--- config.mk ---
export PLATFORM = sky130hd
export DESIGN_NAME = ni_request_flit_sequencer
export DESIGN_NICKNAME = d
export VERILOG_FILES = /design/src/rtl/ni_request_flit_sequencer.sv
export SDC_FILE = /design/constraint.sdc
export NUM_CORES = 1
export LEC_CHECK = 0
export ABC_AREA = 1
export BUFFER_PORTS_ARGS = -buffer_cell sky130_fd_sc_hd__buf_2
export CORE_ASPECT_RATIO = 0.9
export CORE_MARGIN = 3
export CORE_UTILIZATION = 50
export CTS_CLUSTER_DIAMETER = 150
export DETAILED_ROUTE_END_ITERATION = 12
export PLACE_DENSITY_LB_ADDON = 0.3
export SKIP_CTS_REPAIR_TIMING = 1
export SYNTH_ARGS = -nofsm -noshare
export SYNTH_HDL_FRONTEND = slang
export SYNTH_SLANG_ARGS = --single-unit
--- constraint.sdc ---
create_clock -name clock -period 2.1 [get_ports clock]
set_input_delay 0.21 -clock clock [delete_from_list [all_inputs] [get_ports clock]]
set_output_delay 0.21 -clock clock [all_outputs]
set_load 0.02 [all_outputs]
--- src/rtl/ni_request_flit_sequencer.sv ---
`default_nettype none
// ============================================================================
//  Module   : ni_request_flit_sequencer
//  Brief    : Request-path packetizer. Accepts one descriptor at a time,
//             steers the downstream payload shifter via flit_counter /
//             is_payload, and emits header/body/tail flits onto the NoC
//             link under credit-based flow control.
//  Revision : 1.0 - initial release
// ============================================================================
module ni_request_flit_sequencer #(
    parameter int  FLIT_WIDTH        = 32,
    parameter int  FTYPEWD           = 2,
    parameter int  MAX_PAYLOAD_FLITS = 4,
    parameter int  COUNTER_WIDTH     = 3,
    parameter int  CREDITS           = 4,
    localparam int BASE_WIDTH        = FLIT_WIDTH - FTYPEWD
) (
    input  logic                     clock,
    input  logic                     reset,
    // Descriptor handshake
    input  logic                     req_valid,
    input  logic [BASE_WIDTH-1:0]    req_header,
    input  logic [COUNTER_WIDTH-1:0] req_len,
    output logic                     req_ack,
    output logic                     req_done,
    output logic                     busy,
    // Payload shifter interface
    output logic [COUNTER_WIDTH-1:0] flit_counter,
    output logic                     is_payload,
    input  logic [BASE_WIDTH-1:0]    payload_chunk,
    // NoC output link
    output logic [FLIT_WIDTH-1:0]    flit_out,
    output logic                     flit_valid,
    input  logic                     credit_in
);

    localparam int CREDIT_WIDTH = $clog2(CREDITS + 1);

    // Flit-type field encodings (MSBs of every flit)
    localparam logic [FTYPEWD-1:0] c_ftype_body   = FTYPEWD'(2'b00);
    localparam logic [FTYPEWD-1:0] c_ftype_head   = FTYPEWD'(2'b01);
    localparam logic [FTYPEWD-1:0] c_ftype_tail   = FTYPEWD'(2'b10);
    localparam logic [FTYPEWD-1:0] c_ftype_headtl = FTYPEWD'(2'b11);

    localparam logic [COUNTER_WIDTH-1:0] c_max_len      = COUNTER_WIDTH'(MAX_PAYLOAD_FLITS);
    localparam logic [COUNTER_WIDTH-1:0] c_cnt_one      = COUNTER_WIDTH'(1);
    localparam logic [CREDIT_WIDTH-1:0]  c_credits_full = CREDIT_WIDTH'(CREDITS);
    localparam logic [CREDIT_WIDTH-1:0]  c_credit_one   = CREDIT_WIDTH'(1);

    // Sequencer states
    localparam logic [1:0] c_st_idle    = 2'd0;
    localparam logic [1:0] c_st_header  = 2'd1;
    localparam logic [1:0] c_st_payload = 2'd2;

    logic [1:0]               r_state;
    logic [BASE_WIDTH-1:0]    r_header;
    logic [COUNTER_WIDTH-1:0] r_len;
    logic [COUNTER_WIDTH-1:0] r_flit_counter;
    logic [FLIT_WIDTH-1:0]    r_flit_out;
    logic                     r_flit_valid;
    logic                     r_req_ack;
    logic                     r_req_done;
    logic                     r_busy;
    logic [CREDIT_WIDTH-1:0]  r_credit_count;

    logic                     w_credit_avail;
    logic                     w_send;
    logic                     w_last_payload;
    logic [COUNTER_WIDTH-1:0] w_last_idx;
    logic [COUNTER_WIDTH-1:0] w_len_clamped;

    // Oversized lengths are truncated so the shifter is never indexed past its end
    assign w_len_clamped  = (req_len > c_max_len) ? c_max_len : req_len;
    assign w_credit_avail = (r_credit_count != '0);
    // A flit leaves whenever a packet is in flight and the link has room
    assign w_send         = w_credit_avail &&
                            ((r_state == c_st_header) || (r_state == c_st_payload));
    // Only meaningful in PAYLOAD, where the latched length is at least 1
    assign w_last_idx     = r_len - c_cnt_one;
    assign w_last_payload = (r_flit_counter == w_last_idx);

    assign req_ack      = r_req_ack;
    assign req_done     = r_req_done;
    assign busy         = r_busy;
    assign flit_counter = r_flit_counter;
    assign flit_out     = r_flit_out;
    assign flit_valid   = r_flit_valid;
    // Decoded straight from state so the shifter sees it in the same cycle
    assign is_payload   = (r_state == c_st_payload);

    // Packet sequencing FSM with registered handshake and link outputs
    always_ff @(posedge clock) begin
        if (reset) begin
            r_state        <= c_st_idle;
            r_header       <= '0;
            r_len          <= '0;
            r_flit_counter <= '0;
            r_flit_out     <= '0;
            r_flit_valid   <= 1'b0;
            r_req_ack      <= 1'b0;
            r_req_done     <= 1'b0;
            r_busy         <= 1'b0;
        end else begin
            r_req_ack    <= 1'b0;
            r_req_done   <= 1'b0;
            r_flit_valid <= 1'b0;
            case (r_state)
                c_st_idle: begin
                    if (req_valid) begin
                        r_header       <= req_header;
                        r_len          <= w_len_clamped;
                        r_flit_counter <= '0;
                        r_req_ack      <= 1'b1;
                        r_busy         <= 1'b1;
                        r_state        <= c_st_header;
                    end
                end
                c_st_header: begin
                    if (w_credit_avail) begin
                        r_flit_valid <= 1'b1;
                        if (r_len == '0) begin
                            // Zero-length packet: header doubles as tail
                            r_flit_out <= {c_ftype_headtl, r_header};
                            r_req_done <= 1'b1;
                            r_busy     <= 1'b0;
                            r_state    <= c_st_idle;
                        end else begin
                            r_flit_out <= {c_ftype_head, r_header};
                            r_state    <= c_st_payload;
                        end
                    end
                end
                c_st_payload: begin
                    if (w_credit_avail) begin
                        r_flit_valid <= 1'b1;
                        if (w_last_payload) begin
                            r_flit_out     <= {c_ftype_tail, payload_chunk};
                            r_req_done     <= 1'b1;
                            r_busy         <= 1'b0;
                            r_flit_counter <= '0;
                            r_state        <= c_st_idle;
                        end else begin
                            r_flit_out     <= {c_ftype_body, payload_chunk};
                            r_flit_counter <= r_flit_counter + c_cnt_one;
                        end
                    end
                end
                default: begin
                    r_state        <= c_st_idle;
                    r_busy         <= 1'b0;
                    r_flit_counter <= '0;
                end
            endcase
        end
    end

    // Downstream credit tracking: sends consume, credit_in returns, saturating at CREDITS
    always_ff @(posedge clock) begin
        if (reset) begin
            r_credit_count <= c_credits_full;
        end else if (w_send && !credit_in) begin
            r_credit_count <= r_credit_count - c_credit_one;
        end else if (!w_send && credit_in && (r_credit_count != c_credits_full)) begin
            r_credit_count <= r_credit_count + c_credit_one;
        end
    end

`ifndef SYNTHESIS
    // Credit counter never exceeds the downstream buffer depth
    a_credit_bound: assert property (@(posedge clock) disable iff (reset)
        r_credit_count <= c_credits_full);

    // Completion is always reported alongside a valid flit
    a_done_with_flit: assert property (@(posedge clock) disable iff (reset)
        r_req_done |-> r_flit_valid);

    // Payload state is never entered for a zero-length packet
    a_payload_len: assert property (@(posedge clock) disable iff (reset)
        (r_state == c_st_payload) |-> (r_len != '0));

    // The payload index stays inside the shifter range
    a_counter_range: assert property (@(posedge clock) disable iff (reset)
        r_flit_counter < c_max_len || r_flit_counter == '0);
`endif

endmodule
`default_nettype wire
After elaboration in Yosys (flattened, before gate mapping):

Cells that the tools add are included.

* bitwise operators: 3
* reduce and logical (&&, ||, !) cells: 20
* muxes and demuxes: 31
* $lt $le $gt $ge: 1
* equality and inequality tests: 9
* add/subtract/negate cells: 4

Operators with widths (number)
* $mux W32: 4
* $pmux W32 S2: 1
* $mux W3: 6
* $mux W1: 11
* $mux W2: 5
* $pmux W3 S3: 1
* $add A3 B1 Y3 const B: 2
* $ne A2 B1 Y1 const B: 3
* $pmux W2 S3: 1
* $reduce_and A3 Y1: 2
* $reduce_or A2 Y1: 3
* $sub A3 B1 Y3 const B: 2
* $reduce_and A5 Y1: 1
* $logic_and A1 B1 Y1: 4
* $ne A2 B2 Y1 const B: 2
* $reduce_and A4 Y1: 1
* $reduce_bool A2 Y1: 2
* $eq A3 B3 Y1: 1
* $gt A3 B3 Y1 const B: 1
* $logic_not A3 Y1: 1
* $ne A3 B3 Y1 const B: 1
* $not A1 Y1: 3
* $pmux W1 S3: 1
* $reduce_bool A3 Y1: 1
* other kinds (7): 8

* output and inout port bits: 40
* bits in registers: 77

Logic depth before layout (Yosys ltp):

* depth in word-level cells: 8
* gate-level depth with buffers: 12
* depth with buffers taken out: 12

Worst setup path before layout:

No wires, ideal clock.

* path type: register -> register
* start point: register r_state[0]
* end point: register r_credit_count[2]
* data required time: 1977 ps
* arrival time: 1569 ps
* path slack: 407 ps
* stages on the path, launching flop included: 11
* path through: dfxtp_1 -> inv_1 -> ha_1 -> nand2_2 -> nor2_2 -> inv_2 -> fa_1 -> nand2_1 -> o21ai_1 -> a21oi_1 -> o21ai_0

* longest elaborated chain between the ends: 7
* elaborated cells between the ends (all ways): 10
* classes of those cells: eq/ne: 2; mux: 1; reduce/logical: 7

Ends and longest elaborated chain
* from (decl): line 55 `logic [1:0] r_state;`
* from (signal assigned): line 94 `r_state <= c_st_idle;`
* from (signal assigned): line 115 `r_state <= c_st_header;`
* from (signal assigned): line 126 `r_state <= c_st_idle;`
* $eq A2 B1 Y1 or $eq A2 B2 Y1 (tied branches): line 77 `((r_state == c_st_header) || (r_state == c_st_payload));`
* $logic_or A1 B1 Y1 (*): line 77
* $logic_and A1 B1 Y1 (*): line 76 `assign w_send = w_credit_avail &&`
* $logic_not A1 Y1: line 163 `end else if (!w_send && credit_in && (r_credit_count != c_credits_full)) begin`
* $logic_and A1 B1 Y1 (2 in series): line 163
* $reduce_bool A2 Y1 (no source line)
* to (signal assigned): line 160 `r_credit_count <= c_credits_full;`
* to (signal assigned): line 162 `r_credit_count <= r_credit_count - c_credit_one;`
* to (signal assigned): line 164 `r_credit_count <= r_credit_count + c_credit_one;`
* to (decl): line 64 `logic [CREDIT_WIDTH-1:0] r_credit_count;`

Every way passes the cells marked *; elsewhere a longest branch is shown, timed or not.
A chain may end at the register's enable or synchronous reset.

Worst setup path after layout:

Ends and elaborated chain as after synthesis.

==> flow_metrics.env <==
export IMPL_outcome="finished clean"
export IMPL_yosys_top_cells_area="dfxtp_1, nand2_1, nor2_1"
export IMPL_final_period_minus_worst_setup_slack_ns=1.824
export IMPL_internal_power_consumption_w=0.003889
export IMPL_post_drt_wl_per_cell_um=12.88
export IMPL_whs_endpoint="r_header[24]$_SDFFE_PP0P_"
export IMPL_place_gp_congestion=0.8562
export IMPL_synth_warnings=0
export IMPL_route_detailed_vias_per_inst=5.031
export IMPL_worstHoldPathType="input pin to flip-flop"
export IMPL_clockBufferDepth=2
export IMPL_timing_critical_path_fanout_max=4
export IMPL_num_rows=27
export IMPL_design_portCount=107
export IMPL_cts_tree="yes"
export IMPL_hold_violations=0
export IMPL_wirelength_um=7870
export IMPL_syn_to_final_growth_pct=23.37
export IMPL_worstHoldPathCells=3
export IMPL_syn_nets=499
export IMPL_power_per_cell_area_nw_per_um2=1645
export IMPL_clkSinkCount=77
export IMPL_worstSetupEndpointType="flip-flop"
export IMPL_final_max_slew_viol_count=0
export IMPL_detail_route_drc_violations=0
export IMPL_drive_gt1_frac=0.2996
export IMPL_initial_core_utilization=0.5293
export IMPL_share_clk_of_total_power=0.204
export IMPL_comb_power_share=0.447
export IMPL_antenna_cells=0
export IMPL_synth_sequential_area_ratio=0.4660
export IMPL_setup_violations=0
export IMPL_total_leakage_power_nw=1.886
export IMPL_insertion_delay_ns=0.34
export IMPL_grt_max_degree=64
export IMPL_placeableCoreArea_um2=6250
export IMPL_start_of_the_worst_register_to_register_path="r_state[0]$_SDFFE_PP0P_"
export IMPL_dpl_worst_slack_ns=0.2964
export IMPL_max_vdd_ir_drop_uv=730.7
export IMPL_yosysTopAreaCell="dfxtp_1"
export IMPL_p_sw_w=0.002825
export IMPL_timing_worst_setup_path_type="flip-flop to flip-flop"
export IMPL_timing_slew_headroom=0.3245
export IMPL_clk_pin_slew_worst_paths_ns=0.08
export IMPL_first_global_vias=2881
export IMPL_synth_top_cell_area_share=0.4660
export IMPL_dp_hpwl_um=5491
export IMPL_post_synth_instance_area_um2=3308
export IMPL_antenna_found_initial=0
export IMPL_dr_total_vias=3074
export IMPL_fp_dieH_um=83.17
export IMPL_switching_share=0.4208
export IMPL_rr_endpoint="r_credit_count[2]$_SDFFE_PP1P_"
export IMPL_worst_r2r_path_depth=10
export IMPL_chipWidth_um=91.74
export IMPL_drt_iter0_drc=150
export IMPL_global_route_overflow_total=0
export IMPL_power_sequential_fraction=0.350
export IMPL_detail_route_antenna_nets=0
export IMPL_drt_first_pass_iters=4
export IMPL_clock_tree_htree_level_count=3
export IMPL_setup_repair_after_global_routing_missed_its_margin="false"
export IMPL_p_total_w=0.006714
export IMPL_reg2reg_slack_ns=0.28
export IMPL_period_share=0.8684
export IMPL_place_port_buffers=106
export IMPL_synthesis_area_per_instance_um2=7.802
export IMPL_synth_edff_count=0
export IMPL_startpoint_type="flip-flop"
export IMPL_netlist_instances=424
export IMPL_fin_worst_skew_ns=0.004323
export IMPL_grt_first_pass_wirelength_um=13250
export IMPL_critPathRequiredTime_ns=2.33
export IMPL_fmax_mhz=548.3
export IMPL_placed_cells=596
export IMPL_finish_net_count=595
export IMPL_postSynthRegisterBits=77
export IMPL_area_of_the_die_um2=7630
export IMPL_layoutNonFillerInstCount=611
export IMPL_synth_async_sr_flop_share=0
export IMPL_timing_setup_tns_ns=0
export IMPL_final_core_util=0.6531
export IMPL_ys_flop_type="dfxtp_1"
export IMPL_worst_slack_ns=0.2763
export IMPL_ctsRootBufferMaster="clkbuf_8"
export IMPL_max_cap_violations=0
export IMPL_groute_usage_overall=0.2121
export IMPL_timing_worst_slew_pin_value_ns=1.012
export IMPL_critical_path_arrival_ns=2.06
export IMPL_yosysUniqueCellTypes=36
export IMPL_number_of_clock_buffers_inserted_by_tritoncts=9
export IMPL_worstHoldStart="req_header[24]"
-- sequential cells by signal, indices dropped and copies added, names as in the netlist --
| name | flops |
|---|---|
| busy | 1 |
| flit_counter | 3 |
| flit_out | 32 |
| flit_valid | 1 |
| r_credit_count | 3 |
| r_header | 30 |
| r_len | 3 |
| r_state | 2 |
| req_ack | 1 |
| req_done | 1 |
-- layout by cell type, fill, tap and decap left out, drive strengths merged, types with 7 or more instances in the layout --
cell type | synthesis | layout
ha | 7 | 7
a31oi | 30 | 30
nor2 | 72 | 72
inv | 27 | 27
clkbuf | 13 | 11
o21ai | 69 | 69
nand3 | 8 | 8
buf | 14 | 112
nand2 | 90 | 90
dfxtp | 77 | 77
-- power by group through the flow --
stage,Clock [W],Combinational (W),Sequential [W]
after floorplan,0,0.00195,0.00278
after global placement,0,0.00294,0.00235
after detailed placement,0,0.00300,0.00237
after CTS,0.00138,0.00302,0.00235
after global routing,0.00146,0.00333,0.00242
final,0.00137,0.00300,0.00235
-- worst max-delay path by stage --
| stage | slack, ns | to | start |
|---|---|---|---|
| after floorplan | 0.41 | r_credit_count[2]$_SDFFE_PP1P_ | r_state[0]$_SDFFE_PP0P_ |
| after global placement | 0.35 | r_credit_count[2]$_SDFFE_PP1P_ | r_state[0]$_SDFFE_PP0P_ |
| after detailed placement | 0.30 | r_credit_count[2]$_SDFFE_PP1P_ | r_state[1]$_SDFFE_PP0P_ |
| after CTS | 0.28 | r_credit_count[2]$_SDFFE_PP1P_ | r_state[1]$_SDFFE_PP0P_ |
| after global routing | 0.09 | r_header[2]$_SDFFE_PP0P_ | r_state[0]$_SDFFE_PP0P_ |
| final | 0.28 | r_credit_count[2]$_SDFFE_PP1P_ | r_state[0]$_SDFFE_PP0P_ |
-- cells by family (layout without fill, tap and decap cells) --
logic type	Yosys count	after routing	share of synthesized area
flops	77	77	0.4660
xor+xnor	2	2	0.005296
compound gates	109	109	0.1967
simple gates	174	174	0.2152
buf+inv	54	154	0.08434
fa+ha+maj	8	8	0.03253
-- stage by stage --
| step | hold slack [ns] | area (um2) |
|---|---|---|
| final | 0.1035 | 4081 |
| after global routing | 0.08696 | 4081 |
| after global placement | 0.4467 | 3835 |
| after detailed placement | 0.4553 | 3835 |
| after CTS | 0.08949 | 4081 |
| after floorplan | 0.3507 | 3308 |
-- cells in the mapped netlist (4+ instances only) --
library cell / count
a21oi_1: 5
a31oi_1: 30
buf_2: 8
clkbuf_1: 11
dfxtp_1: 77
ha_1: 7
inv_1: 19
inv_2: 7
nand2_1: 85
nand2_2: 4
nand3_1: 7
nor2_1: 69
o21ai_0: 25
o21ai_1: 33
o21ai_2: 10
-- area by class of cell --
cell class	count	area, um2
clock buffers	11	151.4
fillers	569	2168
clock inverters	4	95.09
repair buffers	112	588.1
inverters	27	108.9
multi-input cells	293	1488
flip-flops and latches	77	1541
well taps	87	108.9
-- metal layers --
layer | share of wire | global-route usage
met5 | 0 | 0
met4 | 0.014 | 0.05128
met3 | 0.076 | 0.07518
met2 | 0.46 | 0.3404
met1 | 0.45 | 0.2735
-- critical path, cell delays in order (launching register included) --
cell     delay [ns]
dfxtp_1        0.34
inv_1          0.09
ha_1           0.31
nand2_2        0.07
nor2_2         0.11
inv_2          0.06
fa_1           0.38
nand2_1        0.08
o21ai_1        0.07
a21oi_1        0.12
o21ai_0        0.08
Note: power is estimated with default switching activity, not from simulation.
